--- src/rtl/dot_product_pkg.sv ---
// Shared types and sizing helpers for the dot-product engine.
package dot_product_pkg;

   // Accumulator FSM: waiting for the first beat of a vector, or mid-vector
   typedef enum logic {
      IDLE  = 1'b0,
      ACCUM = 1'b1
   } acc_state_e;

   // Result width: full product, plus growth from the lane sum and the beat count
   function automatic int acc_width(input int data_width, input int lanes, input int max_beats);
      return 2*data_width + $clog2(lanes) + $clog2(max_beats);
   endfunction

   // Beat counter must be able to hold MAX_BEATS itself
   function automatic int cnt_width(input int max_beats);
      return $clog2(max_beats + 1);
   endfunction

   // LSB position of a lane inside a flattened lane bus (lane 0 in the LSBs)
   function automatic int lane_lo(input int lane, input int data_width);
      return lane * data_width;
   endfunction

endpackage

--- src/rtl/dp_adder_tree.sv ---
// Registered adder tree: extends LANES products to the result width by mode and sums them.
module dp_adder_tree
   import dot_product_pkg::*;
#(
   parameter int DATA_WIDTH = 8,
   parameter int LANES      = 4,
   parameter int ACC_WIDTH  = acc_width(DATA_WIDTH, LANES, 16)
)(
   input  logic                                 clk,
   input  logic                                 rst_n,
   input  logic                                 mode,
   input  logic [LANES-1:0][2*DATA_WIDTH-1:0]   prod,
   output logic [ACC_WIDTH-1:0]                 sum
);

   localparam int PW  = 2*DATA_WIDTH;
   localparam int EXT = ACC_WIDTH - PW;

   // Heap-ordered tree: node 0 is the root, leaves sit at LANES-1 .. 2*LANES-2
   logic [ACC_WIDTH-1:0] node [2*LANES-1];

   genvar gk;
   generate
      for (gk = 0; gk < LANES; gk++) begin : g_leaf
         assign node[LANES-1+gk] = mode ? {{EXT{prod[gk][PW-1]}}, prod[gk]}
                                        : {{EXT{1'b0}}, prod[gk]};
      end
      for (gk = 0; gk < LANES-1; gk++) begin : g_node
         assign node[gk] = node[2*gk+1] + node[2*gk+2];
      end
   endgenerate

   // S2: register the lane sum
   always_ff @(posedge clk or negedge rst_n) begin
      if (!rst_n) sum <= '0;
      else        sum <= node[0];
   end

endmodule

--- src/rtl/dot_product_engine.sv ---
// Streaming multi-lane dot-product engine with per-vector accumulation,
// credit-based input flow control and a 2-entry result buffer.
module dot_product_engine
   import dot_product_pkg::*;
#(
   parameter int DATA_WIDTH = 8,
   parameter int LANES      = 4,
   parameter int MAX_BEATS  = 16,
   parameter int ACC_WIDTH  = acc_width(DATA_WIDTH, LANES, MAX_BEATS),
   parameter int CNT_WIDTH  = cnt_width(MAX_BEATS)
)(
   input  logic                          clk,
   input  logic                          rst_n,
   input  logic                          clear,
   input  logic                          signed_mode,
   input  logic                          s_valid,
   output logic                          s_ready,
   input  logic [LANES*DATA_WIDTH-1:0]   s_a,
   input  logic [LANES*DATA_WIDTH-1:0]   s_b,
   input  logic                          s_last,
   output logic                          m_valid,
   input  logic                          m_ready,
   output logic [ACC_WIDTH-1:0]          m_result,
   output logic [CNT_WIDTH-1:0]          m_beats,
   output logic                          m_err
);

   localparam int STAGES = 3;
   localparam int PW     = 2*DATA_WIDTH;
   localparam logic [CNT_WIDTH-1:0] BEATS_MAX = CNT_WIDTH'(MAX_BEATS);

   // ---------------- input side ----------------
   logic accept;
   logic beat_mode;
   logic in_mid;
   logic in_mode;

   // A beat offered during clear is dropped, never accepted
   assign accept    = s_valid & s_ready & ~clear;
   // Mode is taken from the first beat and held for the rest of the vector
   assign beat_mode = in_mid ? in_mode : signed_mode;

   // Track whether a vector is open on the input side and its latched mode
   always_ff @(posedge clk or negedge rst_n) begin
      if (!rst_n) begin
         in_mid  <= 1'b0;
         in_mode <= 1'b0;
      end else if (clear) begin
         in_mid  <= 1'b0;
      end else if (accept) begin
         in_mid  <= ~s_last;
         in_mode <= beat_mode;
      end
   end

   // ---------------- pipeline ----------------
   logic [STAGES-1:0]                  vld_pipe;
   logic [STAGES-1:0]                  last_pipe;
   logic [STAGES-2:0]                  mode_pipe;
   logic [LANES-1:0][DATA_WIDTH-1:0]   a_q, b_q;
   logic [LANES-1:0][PW-1:0]           prod, prod_q;
   logic [ACC_WIDTH-1:0]               sum_q;

   // Control shift register; clear empties every stage
   always_ff @(posedge clk or negedge rst_n) begin
      if (!rst_n) begin
         vld_pipe  <= '0;
         last_pipe <= '0;
         mode_pipe <= '0;
      end else if (clear) begin
         vld_pipe  <= '0;
         last_pipe <= '0;
      end else begin
         vld_pipe  <= {vld_pipe[STAGES-2:0], accept};
         last_pipe <= {last_pipe[STAGES-2:0], accept & s_last};
         mode_pipe <= {mode_pipe[STAGES-3:0], beat_mode};
      end
   end

   // Capture accepted operand lanes
   always_ff @(posedge clk or negedge rst_n) begin
      if (!rst_n) begin
         a_q <= '0;
         b_q <= '0;
      end else if (accept) begin
         for (int k = 0; k < LANES; k++) begin
            a_q[k] <= s_a[lane_lo(k, DATA_WIDTH) +: DATA_WIDTH];
            b_q[k] <= s_b[lane_lo(k, DATA_WIDTH) +: DATA_WIDTH];
         end
      end
   end

   // Per-lane multiply: extending operands to the product width makes the
   // low PW bits correct for both signed and unsigned interpretations
   genvar gl;
   generate
      for (gl = 0; gl < LANES; gl++) begin : g_mul
         logic [PW-1:0] ax, bx;
         assign ax       = {{DATA_WIDTH{mode_pipe[0] & a_q[gl][DATA_WIDTH-1]}}, a_q[gl]};
         assign bx       = {{DATA_WIDTH{mode_pipe[0] & b_q[gl][DATA_WIDTH-1]}}, b_q[gl]};
         assign prod[gl] = ax * bx;
      end
   endgenerate

   // S1: register lane products
   always_ff @(posedge clk or negedge rst_n) begin
      if (!rst_n) prod_q <= '0;
      else        prod_q <= prod;
   end

   dp_adder_tree #(
      .DATA_WIDTH (DATA_WIDTH),
      .LANES      (LANES),
      .ACC_WIDTH  (ACC_WIDTH)
   ) u_tree (
      .clk   (clk),
      .rst_n (rst_n),
      .mode  (mode_pipe[STAGES-2]),
      .prod  (prod_q),
      .sum   (sum_q)
   );

   // ---------------- accumulator FSM ----------------
   acc_state_e            state;
   logic [ACC_WIDTH-1:0]  acc, acc_n;
   logic [CNT_WIDTH-1:0]  beats, beats_n;
   logic                  err, err_n;
   logic                  push;

   assign push = vld_pipe[STAGES-1] & last_pipe[STAGES-1] & ~clear;

   // Next accumulator values for the beat leaving the tree; a first beat restarts
   always_comb begin
      acc_n   = sum_q;
      beats_n = CNT_WIDTH'(1);
      err_n   = 1'b0;
      if (state == ACCUM) begin
         acc_n   = acc + sum_q;
         beats_n = beats;
         err_n   = err;
         if (beats == BEATS_MAX) err_n   = 1'b1;
         else                    beats_n = beats + CNT_WIDTH'(1);
      end
   end

   // S3: accumulate beats; a last beat hands its total to the buffer and rearms
   always_ff @(posedge clk or negedge rst_n) begin
      if (!rst_n) begin
         state <= IDLE;
         acc   <= '0;
         beats <= '0;
         err   <= 1'b0;
      end else if (clear) begin
         state <= IDLE;
         acc   <= '0;
         beats <= '0;
         err   <= 1'b0;
      end else if (vld_pipe[STAGES-1]) begin
         acc   <= acc_n;
         beats <= beats_n;
         err   <= err_n;
         state <= last_pipe[STAGES-1] ? IDLE : ACCUM;
      end
   end

   // ---------------- result buffer ----------------
   logic [ACC_WIDTH-1:0]  f_res   [2];
   logic [CNT_WIDTH-1:0]  f_beats [2];
   logic                  f_err   [2];
   logic                  wr_ptr, rd_ptr;
   logic [1:0]            f_cnt, f_cnt_n;
   logic                  pop;

   assign pop = m_valid & m_ready;

   // Occupancy after this edge
   always_comb begin
      f_cnt_n = f_cnt;
      case ({push, pop})
         2'b10:   f_cnt_n = f_cnt + 2'd1;
         2'b01:   f_cnt_n = f_cnt - 2'd1;
         default: f_cnt_n = f_cnt;
      endcase
   end

   // Two-entry FIFO; outputs come straight from the head entry so they hold under backpressure
   always_ff @(posedge clk or negedge rst_n) begin
      if (!rst_n) begin
         for (int i = 0; i < 2; i++) begin
            f_res[i]   <= '0;
            f_beats[i] <= '0;
            f_err[i]   <= 1'b0;
         end
         wr_ptr  <= 1'b0;
         rd_ptr  <= 1'b0;
         f_cnt   <= '0;
         m_valid <= 1'b0;
      end else begin
         if (push) begin
            f_res[wr_ptr]   <= acc_n;
            f_beats[wr_ptr] <= beats_n;
            f_err[wr_ptr]   <= err_n;
            wr_ptr          <= ~wr_ptr;
         end
         if (pop) rd_ptr <= ~rd_ptr;
         f_cnt   <= f_cnt_n;
         m_valid <= (f_cnt_n != 2'd0);
      end
   end

   assign m_result = f_res[rd_ptr];
   assign m_beats  = f_beats[rd_ptr];
   assign m_err    = f_err[rd_ptr];

   // ---------------- credits ----------------
   logic [2:0] used_n;

   // Results that will be buffered or still owed after this edge
   always_comb begin
      used_n = 3'(f_cnt_n) + 3'(accept & s_last);
      if (!clear) begin
         for (int i = 0; i < STAGES-1; i++) used_n = used_n + 3'(last_pipe[i]);
      end
   end

   // Accept only while fewer than two results are owed, so none can be dropped
   always_ff @(posedge clk or negedge rst_n) begin
      if (!rst_n) s_ready <= 1'b0;
      else        s_ready <= (used_n < 3'd2);
   end

endmodule

--- config.mk ---
export PLATFORM = sky130hd
export DESIGN_NAME = dot_product_engine
export DESIGN_NICKNAME = d
export VERILOG_FILES = /design/src/rtl/dot_product_pkg.sv /design/src/rtl/dp_adder_tree.sv /design/src/rtl/dot_product_engine.sv
export SDC_FILE = /design/constraint.sdc
export NUM_CORES = 1
export LEC_CHECK = 0
export ABC_AREA = 1
export CAP_MARGIN = 20
export CELL_PAD_IN_SITES_DETAIL_PLACEMENT = 1
export CELL_PAD_IN_SITES_GLOBAL_PLACEMENT = 1
export CORE_MARGIN = 3
export CORE_UTILIZATION = 48
export CTS_CLUSTER_DIAMETER = 60
export DETAILED_ROUTE_END_ITERATION = 7
export PLACE_DENSITY_LB_ADDON = 0.2
export SLEW_MARGIN = 0
export SYNTH_ARGS = -nofsm -noshare
export SYNTH_HDL_FRONTEND = slang
export SYNTH_SLANG_ARGS = --single-unit
--- constraint.sdc ---
create_clock -name clk -period 6.2 [get_ports clk]
set_clock_uncertainty 0.15 [all_clocks]
set_input_delay 0.62 -clock clk [delete_from_list [all_inputs] [get_ports clk]]
set_output_delay 0.62 -clock clk [all_outputs]
set_load 0.005 [all_outputs]
==> impl_metrics.tcl <==
set metrics [dict create \
    status "finished clean" \
    cts_max_path_buffers 3 \
    ant_nets 0 \
    dpl_worst_slack_ns 0.9474 \
    tns_ns 0 \
    critPathMaxStageDelay_ns 0.50 \
    hold_class "register to register" \
    grt_pass1_wl_mm 106.6 \
    vias 18350 \
    numCtsBuffers 35 \
    yosysWarnings 0 \
    layout.cells.most_common_list "nand2_1 (922), inv_1 (606), fa_1 (289)" \
    grt_max_degree 167 \
    synthArstFlopShare_pct 100.0 \
    hold_start "last_pipe[2]" \
    clock_latency_ns 0.56 \
    antenna_found_initial 0 \
    core_mm2 0.04825 \
    synth_flop_cell "dfrtp_1" \
    max_freq_mhz 189.6 \
    fp-row-count 80 \
    clkTransAtPathRegs_ns 0.06 \
    required_ns 6.48 \
    finalMaxSlewViolations 0 \
    final_common_cell "nand2_1" \
    die_width_um 228.2 \
    drt-initial-drc-count 666 \
    grt_overflow 0 \
    gp_congestion 0.8817 \
    hpwl_mm 49.31 \
    critPathLaunch "mode_pipe[0]" \
    finalNetCount 3497 \
    cts.sinks 251 \
    grtUsageMet3_pct 3.094 \
    diodes 0 \
    critPathArrivalTime_ns 5.55 \
    htreeDepth 2 \
    grtUsageMet2_pct 45.42 \
    dieArea_mm2 0.05206 \
    crit_chain "buf_4 -> nand2_2 -> or2_2 -> fa_1 -> fa_1 -> inv_1 -> fa_1 -> fa_1 -> inv_1 -> fa_1 -> inv_1 -> ha_1 -> nand2_1 -> nor2_1 -> nor4_1 -> o21bai_1 -> xor2_1" \
    cp-start-kind "register" \
    max-cap-violations 0 \
    top_usage_layer "met2" \
    synth_seq_cells 251 \
    synth_nets 3454 \
    route.detailed.drc 0 \
    crit_type "register to register" \
    postCtsSetupBuffers 0 \
    netlist_instances 2916 \
    avgViaCountPerCell 5.040 \
    grt.met1_usage_pct 31.40 \
    fin_crit_ns 5.273 \
    worstMarginPinSlew_ns 1.019 \
    drt-total-wl_mm 62.35 \
    root_buffer "clkbuf_16" \
    finalCritPeriodShare_pct 85.05 \
    path_max_fanout 9 \
    grt_setup_unrepaired "no" \
    first_pass_iters 5 \
    hold_viol 0 \
    ios 101 \
    ys_seq_area_share_pct 26.51 \
    hold_buffers 1 \
    drive_gt1_share_pct 4.086 \
    avgSynthCellArea_um2 8.125 \
    synth-edff-count 0 \
    area_growth_pct 11.11 \
    port_buffers 100 \
    start_util_pct 49.11 \
    cp_common_cell "fa_1" \
    slowest_stage "fa_1" \
    cts.repair.resized 0 \
    fin_ws_ns 0.9270 \
    cts_tree "yes" \
    routedWlPerCell_um 17.12 \
    grt_usage_pct 24.99 \
    die_h_um 228.2 \
    syn_area_mm2 0.02369 \
    setup_viol 0 \
    synth.distinct_cells 41 \
    reg2reg_from "mode_pipe[0]" \
    relSlewSlack_pct 32.00 \
    cp-end-kind "register" \
    grt_pass1_vias 21210 \
]
-- worst max-delay path, delay by kind of cell (launching register included) --
family / cells / cell delay [ns]
xor gates and xnor gates: 1 / 0.16
DFF: 1 / 0.35
and+or+nand+nor: 5 / 1.19
adders and majority gates: 6 / 2.75
buffers and inverters: 4 / 0.39
AOI/OAI and AO/OA: 1 / 0.14
-- path summary, 6_finish.rpt --
check                        endpoint  slack (ns)  cells after the start
max                        prod_q[12]        0.93                     17
min                             state        0.32                      1
max reg2reg                prod_q[12]        0.93                     17
min reg2reg                     state        0.32                      1
max in group asynchronous      a_q[0]        3.99                      3
min in group asynchronous   f_res[13]        0.52                      2
-- cell type report --
cell class | instances | area, um2
Multi-Input combinational cell | 1946 | 14640
Inverter | 612 | 2297
Clock inverter | 16 | 147.6
Fill cell | 5910 | 21920
Timing Repair Buffer | 113 | 1119
Clock buffer | 48 | 1016
Sequential cell | 251 | 6282
Tap cell | 656 | 820.8
-- metrics by stage --
step	instances	hold slack, ns	area [um2]	util, %
after CTS	3642	0.3182	26320	54.56
after global routing	3642	0.3407	26320	54.56
final	3642	0.3232	26320	54.56
after detailed placement	3577	0.2964	25150	52.13
after floorplan	2916	0.1744	23690	-
after global placement	3577	0.3020	25150	52.13
-- routing by layer --
layer,vias up,wire (um)
li1,8753,-
met1,9242,26650
met2,260,32210
met3,99,2111
met4,0,1389
met5,-,0
-- state kept, by name, indices dropped and copies added (netlist names) --
| signal | flops |
|---|---|
| b_q | 32 |
| vld_pipe | 3 |
| wr_ptr | 1 |
| rd_ptr | 1 |
| beats | 5 |
| in_mid | 1 |
| last_pipe | 3 |
| u_tree.sum | 22 |
| in_mode | 1 |
| s_ready | 1 |
| f_res | 44 |
| acc | 22 |
| err | 1 |
| state | 1 |
| a_q | 32 |
| mode_pipe | 2 |
| f_cnt | 2 |
| m_valid | 1 |
| f_beats | 10 |
| prod_q | 64 |
| f_err | 2 |
-- cells by family (layout without fill, tap and decap cells) --
logic type | Yosys count | count (layout) | synth area share (%)
compound gates | 175 | 175 | 4.045
xor+xnor | 88 | 88 | 3.253
fa+ha+maj | 467 | 467 | 33.82
buf+inv | 719 | 789 | 11.72
flops | 251 | 251 | 26.51
simple gates | 1216 | 1216 | 20.65
-- synthesized netlist by cell type (4+ instances only) --
library cell / count / area share, %
a21o_1: 5 / 0.16
a21oi_1: 65 / 1.4
a31oi_1: 4 / 0.11
buf_2: 26 / 0.55
buf_6: 5 / 0.24
clkbuf_1: 73 / 1.2
dfrtp_1: 251 / 27
fa_1: 289 / 24
ha_1: 178 / 9.4
inv_1: 607 / 9.6
inv_2: 4 / 0.063
nand2_1: 922 / 15
nand2_2: 6 / 0.16
nand3_1: 120 / 2.5
nand4_1: 15 / 0.40
nor2_1: 106 / 1.7
nor2_2: 4 / 0.11
nor3_1: 8 / 0.17
o21ai_0: 65 / 1.4
o21ai_1: 10 / 0.21
o21bai_1: 4 / 0.13
o22ai_1: 5 / 0.13
o31ai_1: 6 / 0.19
or2_2: 27 / 0.71
xnor2_1: 34 / 1.3
xor2_1: 54 / 2.0
Power is not shown: default switching activity piles up to over one toggle a cycle in this logic, so the estimate is an artifact.
